**src/rtl/cdb_arbiter.sv**
```systemverilog
// Common data bus arbiter: two producer FIFOs (ALU, LSB) drained round-robin,
// one registered broadcast per cycle, flushed on a branch mispredict.
module cdb_arbiter #(
   parameter int unsigned DATA_W = 32,
   parameter int unsigned TAG_W  = 5,
   parameter int unsigned DEPTH  = 4
) (
   input  logic              clk,
   input  logic              rst,
   input  logic              rdy,
   input  logic              jump_wrong,
   input  logic              alu_push,
   input  logic [DATA_W-1:0] alu_value,
   input  logic [TAG_W-1:0]  alu_rename,
   output logic              alu_full,
   input  logic              lsb_push,
   input  logic [DATA_W-1:0] lsb_value,
   input  logic [TAG_W-1:0]  lsb_rename,
   output logic              lsb_full,
   output logic              cdb_valid,
   output logic [DATA_W-1:0] cdb_value,
   output logic [TAG_W-1:0]  cdb_rename,
   output logic              overflow_err
);

   localparam int unsigned PTR_W = $clog2(DEPTH);
   localparam int unsigned ENT_W = TAG_W + DATA_W;
   localparam logic [PTR_W:0] FULL_CNT = (PTR_W + 1)'(DEPTH);

   // Index 0 is the ALU FIFO, index 1 the LSB FIFO.
   typedef enum logic {SrcAlu, SrcLsb} src_e;

   logic [ENT_W-1:0] mem_q    [2][DEPTH];
   logic [PTR_W-1:0] wr_ptr_q [2];
   logic [PTR_W-1:0] rd_ptr_q [2];
   logic [PTR_W:0]   cnt_q    [2];
   src_e             last_grant_q;

   logic              cdb_valid_q;
   logic [DATA_W-1:0] cdb_value_q;
   logic [TAG_W-1:0]  cdb_rename_q;
   logic              overflow_q;

   logic             active;
   logic [1:0]       push_req;
   logic [1:0]       full;
   logic [1:0]       nonempty;
   logic [1:0]       do_push;
   logic [1:0]       do_pop;
   logic [ENT_W-1:0] push_ent [2];
   logic [ENT_W-1:0] head     [2];
   logic [ENT_W-1:0] grant_ent;
   logic             overflow_set;

   assign active      = rdy && !jump_wrong;
   assign push_req    = {lsb_push, alu_push};
   assign push_ent[0] = {alu_rename, alu_value};
   assign push_ent[1] = {lsb_rename, lsb_value};

   always_comb begin
      for (int i = 0; i < 2; i++) begin
         full[i]     = (cnt_q[i] == FULL_CNT);
         nonempty[i] = (cnt_q[i] != '0);
         head[i]     = mem_q[i][rd_ptr_q[i]];
         // Full is judged on pre-edge state, so a push into a full FIFO is
         // dropped even when that FIFO is popped in the same cycle.
         do_push[i]  = active && push_req[i] && !full[i];
      end
      do_pop[0]    = active && nonempty[0] && (!nonempty[1] || last_grant_q == SrcLsb);
      do_pop[1]    = active && nonempty[1] && (!nonempty[0] || last_grant_q == SrcAlu);
      grant_ent    = do_pop[1] ? head[1] : head[0];
      overflow_set = active && |(push_req & full);
   end

   always_ff @(posedge clk) begin
      for (int i = 0; i < 2; i++) begin
         if (do_push[i]) begin
            mem_q[i][wr_ptr_q[i]] <= push_ent[i];
         end
      end
   end

   always_ff @(posedge clk or negedge rst) begin
      if (!rst) begin
         for (int i = 0; i < 2; i++) begin
            wr_ptr_q[i] <= '0;
            rd_ptr_q[i] <= '0;
            cnt_q[i]    <= '0;
         end
         last_grant_q <= SrcLsb;
         cdb_valid_q  <= 1'b0;
         cdb_value_q  <= '0;
         cdb_rename_q <= '0;
         overflow_q   <= 1'b0;
      end else if (jump_wrong) begin
         for (int i = 0; i < 2; i++) begin
            wr_ptr_q[i] <= '0;
            rd_ptr_q[i] <= '0;
            cnt_q[i]    <= '0;
         end
         cdb_valid_q <= 1'b0;
      end else if (!rdy) begin
         cdb_valid_q <= 1'b0;
      end else begin
         for (int i = 0; i < 2; i++) begin
            if (do_push[i]) begin
               wr_ptr_q[i] <= wr_ptr_q[i] + PTR_W'(1);
            end
            if (do_pop[i]) begin
               rd_ptr_q[i] <= rd_ptr_q[i] + PTR_W'(1);
            end
            cnt_q[i] <= cnt_q[i] + (PTR_W + 1)'(do_push[i]) - (PTR_W + 1)'(do_pop[i]);
         end
         if (|do_pop) begin
            cdb_valid_q  <= 1'b1;
            cdb_value_q  <= grant_ent[DATA_W-1:0];
            cdb_rename_q <= grant_ent[ENT_W-1:DATA_W];
            last_grant_q <= do_pop[1] ? SrcLsb : SrcAlu;
         end else begin
            cdb_valid_q <= 1'b0;
         end
         if (overflow_set) begin
            overflow_q <= 1'b1;
         end
      end
   end

   assign alu_full     = full[0];
   assign lsb_full     = full[1];
   assign cdb_valid    = cdb_valid_q;
   assign cdb_value    = cdb_value_q;
   assign cdb_rename   = cdb_rename_q;
   assign overflow_err = overflow_q;

endmodule

```
**config.mk**
```make
export PLATFORM = sky130hd
export DESIGN_NAME = cdb_arbiter
export DESIGN_NICKNAME = d
export VERILOG_FILES = /design/src/rtl/cdb_arbiter.sv
export SDC_FILE = /design/constraint.sdc
export NUM_CORES = 1
export LEC_CHECK = 0
export CAP_MARGIN = 25
export CORE_MARGIN = 1.5
export CORE_UTILIZATION = 27
export DETAILED_ROUTE_END_ITERATION = 8
export GPL_TIMING_DRIVEN = 0
export PLACE_DENSITY = 0.42
export SETUP_SLACK_MARGIN = 0.05
export SYNTH_ARGS = -nofsm -noshare
export SYNTH_HDL_FRONTEND = slang
export SYNTH_SLANG_ARGS = --single-unit
export TNS_END_PERCENT = 10
```
**constraint.sdc**
```tcl
create_clock -name clk -period 6.76 [get_ports clk]
set_input_delay 1.014 -clock clk [delete_from_list [all_inputs] [get_ports clk]]
set_output_delay 1.014 -clock clk [all_outputs]
set_load 0.1 [all_outputs]
```
-- Yosys cells after proc, flatten, opt, wreduce, memory -nomap -nowiden
Memory sizes are Yosys's and may differ from the RTL's.
Cells that the tools add are included.
- memories: 1
- input bits: 80
- bits in latches: 0
- memory bits (writable): 296
- word-level logic and storage cells: 98
- flip-flop bits (word level): 54
- bits in read-only memories: 0
- output and inout port bits: 41
- memories (memory ; words ; width ; read ports ; clocked after Yosys merged registers in ; wr ports ; RTL line ; RTL):
    mem_q ; 2 ; 148 ; 2 ; 0 ; 2 ; 33 ; logic [ENT_W-1:0] mem_q [2][DEPTH];
- order comparisons: 6
- equal/unequal tests: 2
- shifts and indexed selects: 0
- divide/modulo/power cells: 0
- $add $sub $neg: 8
- muxes and demuxes: 29
- reductions and logical operators: 34
- multipliers: 0
- bitwise gates (word level): 7
- operators by type and width (kind ; count):
    148-bit 2-to-1 mux ; 2
    37-bit 2-to-1 mux ; 7
    37-bit binary-select mux with 2-bit select ; 2
    37-bit demux with 2-bit select ; 2
    4-bit 2-to-1 mux ; 4
    3-bit greater-or-equal comparator, second input constant ; 4
    1-bit logical AND ; 12
    6-bit 2-to-1 mux ; 2
    2-bit inverter with 3-bit output ; 4
    2-bit nonzero test ; 5
    2-bit by 1-bit adder with 2-bit output, second input constant ; 4
    2-bit 2-to-1 mux ; 4
    2-bit AND reduction ; 4
    3-bit by 1-bit adder with 3-bit output ; 2
    3-bit equality test, second input constant ; 2
    3-bit by 1-bit < comparator with 1-bit output, second input constant ; 2
    1-bit 2-to-1 mux ; 6
    3-bit AND reduction ; 2
    3-bit nonzero test ; 2
    3-bit by 1-bit subtractor with 3-bit output ; 2
    1-bit zero test ; 5
    2-bit OR reduction ; 2
    2-bit AND ; 1
    1-bit logical OR ; 2
    1-bit inverter ; 2

-- Longest topological paths before layout
Gate-level depths: netlist of run 1.
- word-level depth: 8
- depth in mapped cells: 12
- mapped depth without buffers: 12

-- Worst setup path after synthesis of run 1
No wires, ideal clock.
- path kind: input-to-reg
- start point: in rdy
- end point: reg cnt_q[2] (netlist bit)
- path buffers: 2
- stages: 11
- required time: 6642 ps
- setup slack: 3639 ps
- arrival time: 3003 ps
- library setup time: 118 ps
- cells stage by stage: clkbuf_1 > nand2b_1 > a211oi_4 > buf_6 > o21ai_2 > ha_1 > fa_1 > xnor2_1 > nand2_1 > xor2_1 > nor2_1
- longest elaborated chain between the ends: 7
- elaborated cells on any way between the ends: 10
- classes of those cells: 2 x add/sub; 2 x mux; 6 x reduce/logical
- ends and longest elaborated chain (element ; RTL line ; RTL):
    start: declaration ; 10 ; input logic rdy,
    1-bit logical AND ; 55 ; assign active = rdy && !jump_wrong;
    1-bit logical AND (2 in a row) ; 67 ; do_push[i] = active && push_req[i] && !full[i];
    3-bit by 1-bit adder with 3-bit output ; 112 ; cnt_q[i] <= cnt_q[i] + (PTR_W + 1)'(do_push[i]) - (PTR_W + 1)'(do_pop[i]);
    3-bit by 1-bit subtractor with 3-bit output ; 112 ;
    6-bit 2-to-1 mux ; 102 ; end else if (!rdy) begin
    6-bit 2-to-1 mux ; 95 ; end else if (jump_wrong) begin
    end signal: indexed assignment ; 112 ;
    end: declaration ; 36 ; logic [PTR_W:0] cnt_q [2];
Several ways; a longest one is shown, not always the timed one. The select of a mux whose other input is x is not followed.
A chain may end at the register's enable or synchronous reset.

-- Final worst setup path of run 1
- start point: reg cnt_q[4] (netlist bit)
- end point: out alu_full
- longest elaborated chain between the ends: 1
- ends and longest elaborated chain (element ; RTL line ; RTL):
    3-bit equality test ; 62 ; full[i] = (cnt_q[i] == FULL_CNT);
    end: declaration ; 15 ; output logic alu_full,
Every way passes these cells.

==> results of run 1 <==
worst max path at each step:
stage,startpoint,endpoint,slack (ns),cells after the start
floorplan,rdy,cnt_q[2]$_DFFE_PN0P_,3.64,11
global placement,rdy,mem_q[0][244]$_DFFE_PP_,1.80,5
detailed placement,rdy,cnt_q[2]$_DFFE_PN0P_,2.65,12
CTS,cnt_q[4]$_DFFE_PN0P_,alu_full,2.92,3
global route,cnt_q[4]$_DFFE_PN0P_,alu_full,2.88,3
finish,cnt_q[4]$_DFFE_PN0P_,alu_full,2.97,3
worst max-delay path: cells and delay by family, from the launching register on:
family        cells  cell delay [ns]
flops             1             0.44
simple gates      1             0.54
buf+inv           2             1.24
sequential cells by signal, summed over array words and instances, names as in the netlist:
register,cells
overflow_err,1
cdb_valid,1
cdb_value,32
wr_ptr_q,4
mem_q,296
rd_ptr_q,4
cdb_rename,5
last_grant_q,1
cnt_q,6
routing by layer:
layer  part of all wire (%)  track usage [%]
met5                  0.033                0
met4                    2.1             4.20
met3                    3.6             2.57
met2                     49             22.6
met1                     45             17.5
power by group through the flow:
stage	combinational [mW]	clock (mW)	sequential (mW)
final	1.48	2.30	2.60
after floorplan	0.254	0	3.44
after detailed placement	1.50	0	2.65
after CTS	1.50	2.37	2.61
after global routing	1.55	2.45	2.62
after global placement	1.48	0	2.65
final cells by class:
class	instances	area, sq um
antenna	1	2.50
buffer	35	190
clock buffer	51	1110
clock inverter	22	290
fill	4670	31800
inverter	11	41.3
multi-input combinational	263	2890
sequential	350	10200
tap	664	831
timing repair buffer	133	1440
synth_stat cells (all sizes together):
cell type,count,area [sq um]
edfxtp,296,8890
mux4,74,1670
dfrtp,53,1330
nand2,42,160
o21ai,39,199
a22oi,38,285
buf,19,124
clkbuf,16,66.3
nor2,13,48.8
ha,11,138
inv,11,41.3
and2,8,50.1
mux2i,6,60.1
xor2,5,43.8
xnor2,4,35.0
nand3,3,15.0
a211oi,2,27.5
and3,2,12.5
fa,2,40.0
nand2b,2,12.5
nor2b,2,12.5
or3,2,12.5
or3b,2,17.5
a21o,1,7.51
and4,1,8.76
dfstp,1,26.3
nor3,1,5.00
o2111ai,1,8.76
o211a,1,10.0
o21bai,1,7.51
cells by family (layout without fill, tap and decap cells):
kind of cell / count (synthesis) / after routing / share of synthesized area, %
flops: 350 / 350 / 76.7
mux: 80 / 80 / 12.9
compound gates: 83 / 83 / 4.08
simple gates: 78 / 78 / 2.66
other cells: 0 / 1 / 0
xor+xnor: 9 / 9 / 0.590
buf+inv: 46 / 252 / 1.73
fa+ha+maj: 13 / 13 / 1.33
layout by cell type, fill, tap and decap left out, drive strengths merged, types with 2 or more instances in the layout:
master	Yosys	layout
xnor2	4	4
bufinv	0	7
ha	11	11
or3	2	2
buf	19	33
mux2i	6	6
and2	8	8
and3	2	2
nor2	13	13
edfxtp	296	296
a22oi	38	38
clkdlybuf4s50	0	119
a211oi	2	2
nand2b	2	2
nand2	42	42
dfrtp	53	53
nand3	3	3
mux4	74	74
clkinv	0	13
xor2	5	5
inv	11	12
fa	2	2
or3b	2	2
clkbuf	16	67
o21ai	39	39
nor2b	2	2
==> flow_metrics.py, run 1 <==
metrics = {
    "floorplan": {
        "ios": 121,
        "rows": 81,
        "die_area_sq_mm": 0.0508,
        "die_h_um": 225,
        "die_x_um": 225,
        "core_area_sq_mm": 0.0488,
        "initial_core_util_pct": 27.3,
    },
    "cts": {
        "cts.repair.resized": 0,
        "clkTransAtPathRegs_ns": 0.06,
        "cts_buffer_depth": 3,
        "htreeDepth": 2,
        "postCtsSetupBuffers": 0,
        "numCtsBuffers": 41,
        "cts_root_buf": "clkbuf_16",
        "hold_buffers": 0,
        "clock_latency_ns": 0.55,
        "clock-sinks": 350,
        "cts_tree": "done",
    },
    "global_routing": {
        "antenna_found_initial": 1,
        "track_usage_pct": 13.4,
        "first_global_vias": 7384,
        "grt-ovfl-total": 0,
        "grt_pass1_wl_um": 49200,
        "grt_start_max_net_pins": 38,
    },
    "power_and_ir_drop": {
        "total_power_mw": 6.38,
        "p_comb_share_pct": 23.2,
        "cellPowerDensity_mw_per_mm2": 374,
        "p_leak_nw": 5.76,
        "clockPowerShare_pct": 36.1,
        "power_frac_seq_pct": 40.7,
        "p_sw_share_pct": 32.4,
        "switching_power_mw": 2.07,
        "vdd_drop_max_mv": 0.206,
        "p_int_mw": 4.32,
    },
    "critical_path": {
        "cp_cell_sequence": "or3b_2 > inv_1 > clkdlybuf4s50_1",
        "crit_slowest_cell": "clkdlybuf4s50_1",
        "reg2reg_depth": 11,
        "worstSetupPathType": "reg2out",
        "r2r_start": "cnt_q[4]$_DFFE_PN0P_",
        "path_max_fanout": 5,
        "crit_arrival_ns": 2.78,
        "reg2reg_slack_ns": 3.84,
        "critPathCaptureType": "output pin",
        "critPathLaunchType": "flip-flop",
        "worstPathRequired_ns": 5.75,
        "max_stage_delay_ns": 1.14,
        "r2r_end": "cnt_q[2]$_DFFE_PN0P_",
    },
    "detailed_routing": {
        "vias": 6689,
        "first_iter_violations": 330,
        "drt-total-wl_um": 33100,
        "drc": 0,
        "drt.antenna.violating_nets": 0,
        "wire_per_inst_um": 21.6,
        "vias_per_cell": 4.37,
        "drt-pass1-iter-count": 6,
    },
    "sta": {
        "fin_setup_tns_ns": 0,
        "skew_ns": 0.00795,
        "worst_slack_ns": 2.97,
        "fmax_mhz": 264,
        "setup_viol": 0,
        "slew_headroom_pct": 28.7,
        "fin_crit_ns": 3.79,
        "final_hold_viol_count": 0,
        "final.period_utilization_pct": 56.1,
        "holdWs_ns": 0.371,
        "finalMaxSlewViolations": 0,
        "worstMarginPinSlew_ns": 1.07,
        "rsz0062_at_grt": "false",
    },
    "run_status": {
        "status": "finished, final reports clean",
    },
    "finish": {
        "fin_area_sq_mm": 0.0170,
        "syn2layout_area_growth_pct": 27.6,
        "final_util_pct": 34.9,
        "nets": 928,
        "fin_cells": 1530,
        "drive_gt1_share_pct": 21.5,
    },
    "place": {
        "port_buffers": 120,
        "dp_hpwl_um": 21700,
        "dp.cells": 1455,
        "pre_cts_slack_ns": 2.65,
        "place.gp.congestion": 0.714,
        "dpl_cell_area_sq_mm": 0.0156,
    },
    "synthesis": {
        "ys_seq_elements": 350,
        "syn-instance-count": 659,
        "avgSynthCellArea_sq_um": 20.3,
        "syn-num-nets": 752,
        "seq_area_frac_synth_pct": 76.7,
        "synthesis.area_sq_mm": 0.0134,
        "synth_cell_type_count": 38,
        "yosysWarnings": 0,
    },
    "job": {
        "max_cap_viol_count": 0,
    },
    "hold_path": {
        "min_path_type": "in2async",
    },
}
Note: power is estimated with default switching activity, not from simulation.
==> run 2, diff against run 1 <==
--- a/config.mk
+++ b/config.mk
@@ -10,7 +10,7 @@
 export CORE_UTILIZATION = 27
 export DETAILED_ROUTE_END_ITERATION = 8
 export GPL_TIMING_DRIVEN = 0
-export PLACE_DENSITY = 0.42
+export PLACE_DENSITY = 0.43
 export SETUP_SLACK_MARGIN = 0.05
 export SYNTH_ARGS = -nofsm -noshare
 export SYNTH_HDL_FRONTEND = slang
==> constraint.sdc (replaced) <==
create_clock -name clk -period 3.3 [get_ports clk]
set_input_delay 0.495 -clock clk [delete_from_list [all_inputs] [get_ports clk]]
set_output_delay 0.495 -clock clk [all_outputs]
set_load 0.1 [all_outputs]
==> run 2 against run 1 <==
Net effect: register-to-register slack lost 3.5 ns; utilization shrank 0.15 points; global-route usage shrank 0.052 points; routed wire length shrank 1.0%; clock-buffer cell count grew 8; combinational power grew 110%; critical path type unchanged; first-iteration DRC count grew 15%; hold slack lost 0.010 ns; sequential cell count is the same; final cell count grew 0.13%; total power grew 100%; die area is the same.
==> flow_metrics.py, run 2 (synthesis results as in run 1) <==
metrics = {
    "detailed_routing": {
        "drc": 0,
        "drt.antenna.violating_nets": 0,
        "drt-pass1-iter-count": 4,
        "drt-total-wl_um": 32800,
        "vias_per_cell": 4.36,
        "vias": 6679,
        "wire_per_inst_um": 21.4,
        "first_iter_violations": 378,
    },
    "cts": {
        "cts_buffer_depth": 3,
        "cts_root_buf": "clkbuf_16",
        "clock-sinks": 350,
        "numCtsBuffers": 41,
        "clock_latency_ns": 0.56,
        "clkTransAtPathRegs_ns": 0.06,
        "htreeDepth": 2,
        "cts_tree": "done",
        "postCtsSetupBuffers": 0,
    },
    "power_and_ir_drop": {
        "total_power_mw": 12.8,
        "p_leak_nw": 5.75,
        "vdd_drop_max_mv": 0.515,
        "cellPowerDensity_mw_per_mm2": 753,
    },
    "finish": {
        "nFillCells": 4661,
        "layout.cells.most_common_list": "edfxtp_1, clkdlybuf4s50_1, mux4_2",
        "final_common_cell": "edfxtp_1",
        "drive_gt1_share_pct": 21.2,
        "syn2layout_area_growth_pct": 27.1,
        "nets": 929,
        "largest_reg_flops": 296,
    },
    "sta": {
        "rsz0062_at_grt": "false",
        "fmax_mhz": 334,
        "holdWs_ns": 0.360,
        "worstMarginPinSlew_ns": 1.07,
        "setup_viol": 0,
        "slew_headroom_pct": 28.7,
        "fin_setup_tns_ns": 0,
        "finalMaxSlewViolations": 0,
        "fin_crit_ns": 3.00,
        "final_hold_viol_count": 0,
        "final.period_utilization_pct": 90.8,
        "skew_ns": 0.0194,
    },
    "run_status": {
        "status": "finished, final reports clean",
    },
    "floorplan": {
        "initial_core_util_pct": 27.3,
        "die_h_um": 225,
        "core_area_sq_mm": 0.0488,
        "die_x_um": 225,
        "die_area_sq_mm": 0.0508,
        "rows": 81,
        "ios": 121,
    },
    "critical_path": {
        "path_max_fanout": 5,
        "worstSetupPathType": "reg2out",
        "worstPathRequired_ns": 2.80,
        "critPathLaunchType": "flip-flop",
        "crit_arrival_ns": 2.50,
        "critPathCaptureType": "output pin",
    },
    "hold_path": {
        "min_path_type": "in2async",
    },
    "global_routing": {
        "track_usage_pct": 13.4,
        "antenna_found_initial": 3,
        "grt_pass1_wl_um": 48800,
        "grt-ovfl-total": 0,
        "first_global_vias": 7449,
        "grt_start_max_net_pins": 41,
    },
    "place": {
        "port_buffers": 120,
        "dp_hpwl_um": 21500,
        "place.gp.congestion": 0.674,
    },
    "job": {
        "max_cap_viol_count": 0,
    },
}
-- run 2: path summary, 6_finish.rpt --
check                                          from                  endpoint  slack [ns]  cells past startpoint
max in group asynchronous                       rst  last_grant_q$_DFFE_PN1P_        2.35                      3
setup reg to reg               cnt_q[4]$_DFFE_PN0P_      cnt_q[2]$_DFFE_PN0P_        0.38                     11
min in group clk           overflow_err$_DFFE_PN0P_  overflow_err$_DFFE_PN0P_        0.49                      1
hold reg to reg            overflow_err$_DFFE_PN0P_  overflow_err$_DFFE_PN0P_        0.49                      1
setup / recovery               cnt_q[4]$_DFFE_PN0P_                  alu_full        0.30                      3
hold / removal                                  rst  overflow_err$_DFFE_PN0P_        0.36                      2
-- run 2: power by group --
part,internal [mW],switching (mW),total [mW]
combinational,0.792,2.24,3.04
clock,2.67,1.75,4.42
sequential,5.11,0.207,5.32
total,8.57,4.20,12.8
-- run 2: area by class of cell --
cell class,count,area [sq um],area share (%)
clock inverters,15,128,0.752
repair buffers,134,1450,8.54
clock buffers,59,1200,7.05
well taps,664,831,4.89
diodes,1,2.50,0.0147
inverters,11,41.3,0.243
plain buffers,35,191,1.13
multi-input cells,263,2890,17.0
flip-flops and latches,350,10200,60.3
-- run 2: timing repair --
item | CTS | global route
resized for setup | 1 | 3
endpoints found under the hold margin | 14 | 0
endpoints found under the setup margin | 2 | 2
hold buffers | 1 | 0
-- run 2: critical path: stages, from the launching register on --
cell and delay (ns):
dfrtp_1 0.43, or3b_2 0.51, inv_1 0.13, dlygate4sd2_1 0.87
-- run 2: routing by layer --
| metal | track usage (%) | vias up | wire length [um] |
|---|---|---|---|
| li1 | - | 3003 | - |
| met1 | 16.4 | 3483 | 13700 |
| met5 | 0 | - | 34 |
| met4 | 4.68 | 6 | 673 |
| met3 | 3.08 | 51 | 1560 |
| met2 | 23.0 | 136 | 16800 |
-- run 2: through the flow --
| stage | utilization [%] | worst slack, ns | std cells | area (sq um) |
|---|---|---|---|---|
| 2_1_floorplan | - | 0.694 | 659 | 13400 |
| 3_3_place_gp | 31.5 | -1.13 | 1443 | 15400 |
| 3_5_place_dp | 32.0 | -0.343 | 1454 | 15600 |
| 4_1_cts | 34.7 | 0.00848 | 1529 | 16900 |
| 5_1_grt | 34.7 | 0.125 | 1531 | 17000 |
| 6_report | 34.7 | 0.304 | 1532 | 17000 |
